## config.mk

```make
export PLATFORM = sky130hd
export DESIGN_NAME = arp_ctrl
export DESIGN_NICKNAME = d
export VERILOG_FILES = /design/src/rtl/arp_ctrl.sv
export SDC_FILE = /design/constraint.sdc
export NUM_CORES = 1
export LEC_CHECK = 0
export BUFFER_PORTS_ARGS = -buffer_cell sky130_fd_sc_hd__buf_2
export CORE_MARGIN = 1
export CORE_UTILIZATION = 35
export CTS_CLUSTER_DIAMETER = 30
export DETAILED_ROUTE_END_ITERATION = 8
export HOLD_SLACK_MARGIN = 0.15
export PLACE_DENSITY = 0.61
export RECOVER_POWER = 25
export SYNTH_ARGS = -nofsm -noshare
export SYNTH_HDL_FRONTEND = slang
export SYNTH_SLANG_ARGS = --single-unit
export TNS_END_PERCENT = 100
```

## constraint.sdc

```tcl
create_clock -name arp_tx_clk -period 3.4 [get_ports arp_tx_clk]
set_input_delay 0.85 -clock arp_tx_clk [delete_from_list [all_inputs] [get_ports arp_tx_clk]]
set_output_delay 0.85 -clock arp_tx_clk [all_outputs]
set_load 0.005 [all_outputs]
```

## src/rtl/arp_ctrl.sv

```systemverilog
// arp_ctrl: ARP request/reply sequencer with reply timeout.
// Define ARP_CTRL_RETRY_EN to re-send unanswered requests up to MAX_RETRY times.
module arp_ctrl #(
   parameter int TIMEOUT_CYC = 125000000,
   parameter int MAX_RETRY   = 3
) (
   input  logic        arp_tx_clk,
   input  logic        rstn,
   input  logic        user_req,
   input  logic [31:0] target_ip,
   input  logic        arp_rx_done,
   input  logic        arp_rx_op,
   input  logic [47:0] pc_mac,
   input  logic [31:0] pc_ip,
   input  logic        arp_tx_done,
   output logic        arp_tx_en,
   output logic        arp_tx_op,
   output logic [47:0] des_mac,
   output logic [31:0] des_ip,
   output logic        busy,
   output logic        resolved,
   output logic [47:0] peer_mac,
   output logic [31:0] peer_ip,
   output logic        timeout_err
);
   localparam int TW = $clog2(TIMEOUT_CYC + 1);
   typedef enum logic [2:0] {IDLE, RPL_SEND, RPL_WAIT, REQ_SEND, REQ_WAIT, WAIT_REPLY} state_t;
   state_t        r_state, w_next;
   logic [TW-1:0] r_timer;
   logic          r_pend_rpl, r_pend_req, r_outst;
   logic [47:0]   r_rpl_mac;
   logic [31:0]   r_rpl_ip, r_tgt_ip;
   logic          w_rx_req, w_rx_rpl, w_acc_req, w_pend_rpl, w_pend_req, w_tmo, w_retry, w_err;
   logic [47:0]   w_rpl_mac;
   logic [31:0]   w_rpl_ip, w_tgt_ip;

   assign w_rx_req   = arp_rx_done & arp_rx_op;
   assign w_rx_rpl   = arp_rx_done & ~arp_rx_op;
   assign w_acc_req  = user_req & (r_state == IDLE || r_state == RPL_SEND || r_state == RPL_WAIT);
   // Same-cycle events count as pending so IDLE reacts with one cycle of latency
   assign w_pend_rpl = r_pend_rpl | w_rx_req;
   assign w_pend_req = r_pend_req | w_acc_req;
   assign w_rpl_mac  = w_rx_req ? pc_mac : r_rpl_mac;
   assign w_rpl_ip   = w_rx_req ? pc_ip : r_rpl_ip;
   assign w_tgt_ip   = w_acc_req ? target_ip : r_tgt_ip;
   assign w_tmo      = r_state == WAIT_REPLY && r_timer == TW'(TIMEOUT_CYC - 1) && !w_rx_rpl;

`ifdef ARP_CTRL_RETRY_EN
   localparam int RW = $clog2(MAX_RETRY + 2);
   logic [RW-1:0] r_retry;
   assign w_retry = w_tmo && r_retry < RW'(MAX_RETRY);
   always_ff @(posedge arp_tx_clk)
      if (!rstn || (r_state == WAIT_REPLY && w_rx_rpl) || (w_tmo && !w_retry)) r_retry <= '0;
      else if (w_retry) r_retry <= r_retry + 1'b1;
`else
   assign w_retry = w_tmo & (MAX_RETRY < 0);
`endif
   assign w_err     = w_tmo & ~w_retry;
   assign arp_tx_en = r_state == RPL_SEND || r_state == REQ_SEND;
   assign busy      = r_state != IDLE;

   always_comb begin
      w_next = r_state;
      case (r_state)
         IDLE:       w_next = w_pend_rpl ? RPL_SEND : w_pend_req ? REQ_SEND : IDLE;
         RPL_SEND:   w_next = RPL_WAIT;
         RPL_WAIT:   w_next = !arp_tx_done ? RPL_WAIT : r_outst ? WAIT_REPLY : IDLE;
         REQ_SEND:   w_next = REQ_WAIT;
         REQ_WAIT:   w_next = arp_tx_done ? WAIT_REPLY : REQ_WAIT;
         WAIT_REPLY: w_next = w_rx_rpl ? IDLE : w_retry ? REQ_SEND : w_err ? IDLE :
                              w_pend_rpl ? RPL_SEND : WAIT_REPLY;
         default:    w_next = IDLE;
      endcase
   end

   always_ff @(posedge arp_tx_clk) begin
      if (!rstn) begin
         r_state     <= IDLE;
         r_timer     <= '0;
         r_pend_rpl  <= 1'b0;
         r_pend_req  <= 1'b0;
         r_outst     <= 1'b0;
         r_rpl_mac   <= '0;
         r_rpl_ip    <= '0;
         r_tgt_ip    <= '0;
         arp_tx_op   <= 1'b0;
         des_mac     <= '0;
         des_ip      <= '0;
         resolved    <= 1'b0;
         peer_mac    <= '0;
         peer_ip     <= '0;
         timeout_err <= 1'b0;
      end else begin
         r_state     <= w_next;
         r_pend_rpl  <= w_rx_req | (r_pend_rpl & r_state != RPL_SEND);
         r_pend_req  <= w_acc_req | (r_pend_req & r_state != REQ_SEND);
         r_outst     <= w_next == REQ_SEND || (r_outst && w_next != IDLE);
         // Timer only advances while staying in WAIT_REPLY, so it freezes across a reply
         r_timer     <= r_state == REQ_WAIT ? '0 :
                        (r_state == WAIT_REPLY && w_next == WAIT_REPLY) ? r_timer + 1'b1 : r_timer;
         timeout_err <= w_err;
         if (w_rx_req) begin
            r_rpl_mac <= pc_mac;
            r_rpl_ip  <= pc_ip;
         end
         if (w_acc_req) r_tgt_ip <= target_ip;
         if (w_next == RPL_SEND) begin
            arp_tx_op <= 1'b0;
            des_mac   <= w_rpl_mac;
            des_ip    <= w_rpl_ip;
         end else if (w_next == REQ_SEND) begin
            arp_tx_op <= 1'b1;
            des_mac   <= '1;
            des_ip    <= w_tgt_ip;
         end
         if (w_rx_rpl) begin
            resolved <= 1'b1;
            peer_mac <= pc_mac;
            peer_ip  <= pc_ip;
         end
      end
   end
endmodule

```

Yosys cells after proc, flatten, opt, wreduce, memory -nomap -nowiden

Cells that the tools add are included.

Output and inout bits: 165
ROM bits: 0
Bits in writable memories: 0
Bits in latches: 0
Memories: 0
Bits in registers: 308

$add $sub $neg: 1
Mux-type cells: 16
Divide/modulo/power cells: 0
Multipliers: 0
Shift-type cells: 0
Magnitude comparators: 0
Reductions and logical operators: 15
Eq/ne operators: 11
Bitwise gates (word level): 11

Operators with widths:

| cell                  | number |
|---|---|
| $mux 48               | 3 |
| $mux 32               | 4 |
| $add 27x1->27 const B | 1 |
| $eq 27x27->1 const B  | 1 |
| $pmux 3 s6            | 1 |
| $mux 3                | 5 |
| $eq 3x2->1 const B    | 3 |
| $eq 3x3->1 const B    | 3 |
| $eq 3x1->1 const B    | 2 |
| $reduce_bool 3->1     | 2 |
| $and 1x1->1           | 5 |
| $logic_and 1x1->1     | 4 |
| $logic_or 1x1->1      | 4 |
| $mux 2                | 2 |
| $or 1x1->1            | 4 |
| $reduce_or 2->1       | 2 |
| $logic_not 3->1       | 1 |
| $ne 3x1->1 const B    | 1 |
| $ne 3x2->1 const B    | 1 |
| $not 1->1             | 2 |
| $reduce_bool 2->1     | 1 |
| $logic_not 1->1       | 1 |
| $mux 1                | 1 |

Depth between registers and ports, before layout

Depth after elaboration: 11
Gate-level depth with buffers: 9
Depth with buffers taken out: 7

Least setup slack after synthesis

Ideal clock, no wire load.

Kind: register -> register
Start: reg r_timer[13]
End: reg des_ip[13]
Required time: 3278 ps
Cell stages (with the launch flop): 9
Setup slack: 776 ps
Setup time: 122 ps
Data arrival time: 2502 ps
Path buffers: 2
Cell sequence: dfxtp_1 > or4b_1 > or4_4 > o21a_4 > a211oi_2 > buf_4 > nor2_4 > buf_6 > a221o_1

Word-level cells in the longest chain between the ends: 8
Elaborated cells between the ends (all ways): 10

Ends and longest elaborated chain:

| what                                         | RTL line | text |
|---|---|---|
| from (decl)                                  | 29       | `logic [TW-1:0] r_timer;` |
| from (signal assigned)                       | 99       | `r_timer <= r_state == REQ_WAIT ? '0 :` |
| $eq 27x27->1 (*)                             | 46       | `assign w_tmo = r_state == WAIT_REPLY && r_timer == TW'(TIMEOUT_CYC - 1) && !w_rx_rpl;` |
| $logic_and 1x1->1 (*) (2 in a row)           | 46       |  |
| $mux 3 (*) (2 in a row)                      | 70       | `WAIT_REPLY: w_next = w_rx_rpl ? IDLE : w_retry ? REQ_SEND : w_err ? IDLE :` |
| $pmux 3 s6 (*)                               | 64       | `case (r_state)` |
| $eq 3x1->1 or $eq 3x2->1 (tied branches)     | 107, 111 |  |
| $mux 32 or $reduce_bool 2->1 (tied branches) | --       |  |
| to (signal assigned)                         | 110      | `des_ip <= w_rpl_ip;` |
| to (signal assigned)                         | 114      | `des_ip <= w_tgt_ip;` |
| to (decl)                                    | 19       | `output logic [31:0] des_ip,` |

Mark *: on every way between the ends. The rest lies on a longest branch, timed or not.
A chain may end at the register's enable or synchronous reset.

Worst setup path after layout

Start: in arp_rx_done
End: reg des_ip[22]

Word-level cells in the longest chain between the ends: 8
Elaborated cells between the ends (all ways): 15

Ends and longest elaborated chain:

| what                                          | RTL line | text |
|---|---|---|
| from (decl)                                   | 11       | `input logic arp_rx_done,` |
| $and 1x1->1 (on tied branches)                | 37, 38   |  |
| $or 1x1->1 or $logic_not 1->1 (tied branches) | 41, 46   |  |
| $mux 3 or $logic_and 1x1->1 (tied branches)   | 71, 46   |  |
| $mux 3 (2 in a row)                           | 70       |  |
| $pmux 3 s6                                    | 64       |  |
| $eq 3x1->1 or $eq 3x2->1 (tied branches)      | 107, 111 |  |
| $mux 32 or $reduce_bool 2->1 (tied branches)  | --       |  |

Several ways; a longest one is shown, not always the timed one.

==> results_tabular.tex <==
\begin{tabular}{lr}
\hline
Metric & Value \\
\hline
\multicolumn{2}{l}{\textbf{STA}} \\
\quad Least setup slack across all paths after layout & 0.455 ns \\
\quad Max\_slew headroom & -22.7\% \\
\quad Final setup skew & 0.0338 ns \\
\quad RSZ-0062 raised after global routing & no \\
\quad Hold violation total from the final report & 0 \\
\quad Period minus WS final & 2.94 ns \\
\quad Post-Route Setup TNS & 0 ns \\
\quad Actual transition at the worst max-transition pin & 1.84 ns \\
\quad Fraction of the cycle the final worst path needs & 86.6\% \\
\quad Final setup fails & 0 \\
\quad Max Slew Vio Count & 83 \\
\quad Highest attainable clock frequency & 0.340 GHz \\
\multicolumn{2}{l}{\textbf{Power and ir drop}} \\
\quad Cell Pwr Density & 841 nW/µm² \\
\quad Peak supply drop & 0.541 mV \\
\quad Leakage power & 0.00676 µW \\
\multicolumn{2}{l}{\textbf{Synthesis}} \\
\quad Post-synth EDFFs & 0 \\
\quad Dominant combinational cell family by area after synthesis & simple AND/OR/NAND/NOR gates \\
\quad Sequential area share after synthesis & 55.4\% \\
\quad Count of unique library cells instantiated by Yosys & 44 \\
\quad Cell area after technology mapping & 11100 µm² \\
\quad Post-Synth XOR/XNOR Area & 1.65\% \\
\quad Average footprint of a synthesized cell & 8.80 µm² \\
\quad Post-Synth Adder-Cell Area & 0.112\% \\
\quad Area leader, netlist & sky130\_fd\_sc\_hd\_\_dfxtp\_1 \\
\quad Net count of the mapped netlist & 1384 \\
\quad Synth area leaders & sky130\_fd\_sc\_hd\_\_dfxtp\_1 (55\%), sky130\_fd\_sc\_hd\_\_nand2\_1 (8.9\%), sky130\_fd\_sc\_hd\_\_a21oi\_1 (8.5\%) \\
\quad Cells after synthesis & 1265 \\
\quad Yosys warning total & 0 \\
\quad Area share of the largest cell type after synthesis & 55.4\% \\
\quad Primary FF master, synth & sky130\_fd\_sc\_hd\_\_dfxtp\_1 \\
\quad Share of the synthesized area in compound gates (AO/OA/AOI/OAI) & 14.2\% \\
\quad Post-synthesis simple-gate area fraction & 18.4\% \\
\quad Mux cell area share after synthesis & 6.65\% \\
\quad Synth async-reset ratio & 0\% \\
\quad Post-synthesis register bit count & 308 \\
\multicolumn{2}{l}{\textbf{Clock tree}} \\
\quad Buffer type at the clock tree root & sky130\_fd\_sc\_hd\_\_clkbuf\_16 \\
\quad Resized cells post-CTS & 0 \\
\quad Worst-skew pair later-pin latency & 0.57 ns \\
\quad TritonCTS buffer count & 66 \\
\quad Sinks on the clock net & 308 \\
\quad Post-CTS setup buffer count & 0 \\
\quad Maximum root-to-sink buffer count & 3 \\
\quad H-Tree Level Count & 3 \\
\quad TritonCTS clock tree & done \\
\quad Clock-pin slew on the worst setup and hold paths & 0.04 ns \\
\quad Number of hold buffers added after cts & 0 \\
\multicolumn{2}{l}{\textbf{Place}} \\
\quad Number of buffer cells added on primary ports & 282 \\
\quad Worst slack at placement & 0.506 ns \\
\quad Post-DP HPWL & 20.2 mm \\
\quad RD Place Congestion & 0.797 \\
\multicolumn{2}{l}{\textbf{Flow run}} \\
\quad Number of max-cap violations & 2 \\
\multicolumn{2}{l}{\textbf{Final layout}} \\
\quad Fraction of final layout cells with drive strength greater than 1 & 26.2\% \\
\quad Final-layout fill cell count & 2945 \\
\quad Count of inserted antenna diode cells & 0 \\
\quad Number of nets in the layout & 1662 \\
\quad Post-synthesis to final-layout area growth & 36.3\% \\
\multicolumn{2}{l}{\textbf{Routing}} \\
\quad DRT iter0 DRCs & 502 \\
\quad DRC Markers & 0 \\
\quad Total Wirelength & 31.5 mm \\
\quad Detailed Routing Iterations Pass 1 & 4 \\
\quad Post-detailed-route wirelength per cell & 15.8 µm \\
\quad Via Count & 9648 \\
\quad Number of vias per cell after detailed routing & 4.85 \\
\quad Number of antenna-violating nets in the routed design & 0 \\
\multicolumn{2}{l}{\textbf{Setup path}} \\
\quad CP required & 3.83 ns \\
\quad Nature of the critical path endpoint & flop \\
\quad Family of cells with the greatest summed delay on the critical path & buffers and inverters \\
\quad Top fanout value on the critical path & 33 \\
\quad Critical path cell sequence & clkbuf\_1 -> buf\_4 -> nand2\_1 -> clkbuf\_2 -> nand2\_1 -> a21oi\_1 -> a221o\_1 \\
\quad Startpoint kind of the worst setup timing path & primary input \\
\quad Most frequent CP cell & sky130\_fd\_sc\_hd\_\_nand2\_1 \\
\quad Master of the slowest instance on the critical path & sky130\_fd\_sc\_hd\_\_clkbuf\_2 \\
\quad Worst path buffer plus inverter count & 3 \\
\quad Stage delay of the slowest cell on the critical path & 0.69 ns \\
\quad Worst Path Arrival & 3.37 ns \\
\quad Worst Setup Path Type & primary input to flop \\
\multicolumn{2}{l}{\textbf{Hold path}} \\
\quad Worst min-delay path class & flop to flop \\
\multicolumn{2}{l}{\textbf{Die}} \\
\quad \# IOs & 283 \\
\quad Vertical die dimension & 180 µm \\
\quad Effective utilization at floorplan & 36.0\% \\
\quad Area of the core & 30900 µm² \\
\quad \# rows & 64 \\
\quad Die area & 32500 µm² \\
\quad Die span in x & 180 µm \\
\multicolumn{2}{l}{\textbf{Outcome}} \\
\quad Result of the run & complete, but fails checks \\
\quad Violations in the final reports & capacitance limit, slew limit \\
\multicolumn{2}{l}{\textbf{Global routing}} \\
\quad Number of global-route vias before repair & 9609 \\
\quad Global-route wire length before repair & 50.6 mm \\
\quad Congestion Overflow GR & 0 \\
\quad Pin count of the biggest net entering global routing & 90 \\
\quad Number of antenna violations at the first check in global routing & 2 \\
\quad Total Routing Usage GR & 19.2\% \\
\hline
\end{tabular}
[registers in the layout (all words and copies together), names as in the netlist]
register and flops:
des_mac 48, peer_mac 48, r_rpl_mac 48, des_ip 32
peer_ip 32, r_rpl_ip 32, r_tgt_ip 32, r_timer 27
r_state 3, arp_tx_op 1, r_outst 1, r_pend_req 1
r_pend_rpl 1, resolved 1, timeout_err 1
[kinds of logic after synthesis]
group                    count (synthesis)
flip-flops                             308
AND/OR/NAND/NOR                        476
AO/OA/AOI/OAI                          286
multiplexers                            74
XOR/XNOR                                21
buffers and inverters                   99
adder cells (fa/ha/maj)                  1
[cell type report]
class | instances | area, µm² | share of cell area (%)
Sequential cell | 308 | 6170 | 40.6
Multi-Input combinational cell | 858 | 4590 | 30.3
Clock buffer | 91 | 1900 | 12.5
Timing Repair Buffer | 301 | 1620 | 10.7
Tap cell | 396 | 495 | 3.26
Clock inverter | 28 | 367 | 2.42
Inverter | 8 | 35.0 | 0.231
[cell usage after synthesis (2+ instances only)]
cell type,instances
sky130_fd_sc_hd__a21oi_1,189
sky130_fd_sc_hd__a221o_1,23
sky130_fd_sc_hd__and2_1,27
sky130_fd_sc_hd__and3_1,6
sky130_fd_sc_hd__and4_1,2
sky130_fd_sc_hd__buf_1,13
sky130_fd_sc_hd__buf_2,10
sky130_fd_sc_hd__buf_6,2
sky130_fd_sc_hd__clkbuf_1,65
sky130_fd_sc_hd__dfxtp_1,308
sky130_fd_sc_hd__inv_1,7
sky130_fd_sc_hd__mux2i_1,74
sky130_fd_sc_hd__nand2_1,264
sky130_fd_sc_hd__nand2b_1,5
sky130_fd_sc_hd__nand3_1,39
sky130_fd_sc_hd__nand4_1,4
sky130_fd_sc_hd__nand4b_1,2
sky130_fd_sc_hd__nor2_1,96
sky130_fd_sc_hd__nor2b_1,3
sky130_fd_sc_hd__nor3_1,11
sky130_fd_sc_hd__nor3b_1,2
sky130_fd_sc_hd__nor4_1,4
sky130_fd_sc_hd__o21ai_0,63
sky130_fd_sc_hd__o21ai_1,2
sky130_fd_sc_hd__o22ai_1,2
sky130_fd_sc_hd__or3_1,5
sky130_fd_sc_hd__xnor2_1,15
sky130_fd_sc_hd__xor2_1,6
[metal layers]
| metal | vias up | routed length, µm | track usage [%] |
|---|---|---|---|
| met5 | - | 22 | 0 |
| met4 | 4 | 470 | 5.98 |
| met3 | 42 | 2330 | 6.57 |
| met2 | 281 | 14700 | 31.6 |
| met1 | 4470 | 14000 | 23.5 |
| li1 | 4851 | - | - |
[tightest hold or removal path, stage by stage, from the launching register on]
cell and delay (ns):
sky130_fd_sc_hd__dfxtp_1 0.30, sky130_fd_sc_hd__nand2_1 0.05, sky130_fd_sc_hd__a21oi_1 0.05
[per-stage QoR]
step                cells  hold slack, ns  power, µW  area, µm²  utilization [%]
floorplan            1265           0.434       5540      11100                -
global placement     1871           0.439       6540      12900             41.9
detailed placement   1871           0.443       6570      12900             41.9
CTS                  1990           0.449      12900      15200             49.2
global route         1990           0.468      13400      15200             49.1
finish               1990           0.448      12800      15200             49.1
[cells in the final DEF, fill, tap and decap left out, drive strengths merged, types with 6 or more instances in the layout]
cell type / instances
o21ai: 65
nor2: 97
inv: 11
a221o: 23
a21oi: 189
and2: 27
and3: 6
mux2i: 74
nand2: 264
clkbuf: 94
clkinv: 17
xnor2: 15
dfxtp: 308
nand3: 39
buf: 298
nor3: 11
xor2: 6
[path summary, 6_finish.rpt]
| kind | depth (start not counted) | start | slack, ns | end |
|---|---|---|---|---|
| setup / recovery | 7 | arp_rx_done | 0.46 | des_ip[22]$_SDFFE_PN0P_ |
| hold / removal | 2 | peer_mac[3]$_SDFFE_PN0P_ | 0.45 | peer_mac[3]$_SDFFE_PN0P_ |
| setup reg to reg | 7 | r_timer[13]$_SDFFE_PP0P_ | 0.48 | des_ip[22]$_SDFFE_PN0P_ |
| hold reg to reg | 2 | peer_mac[3]$_SDFFE_PN0P_ | 0.45 | peer_mac[3]$_SDFFE_PN0P_ |
[where the power goes]
group          leakage, µW  switching [µW]  internal (µW)  total (µW)
Sequential         0.00252             248           4140        4390
Clock              0.00110            2100           4170        6270
Combinational      0.00314            1280            815        2100
No activity file was read; power rests on OpenSTA's default activity.
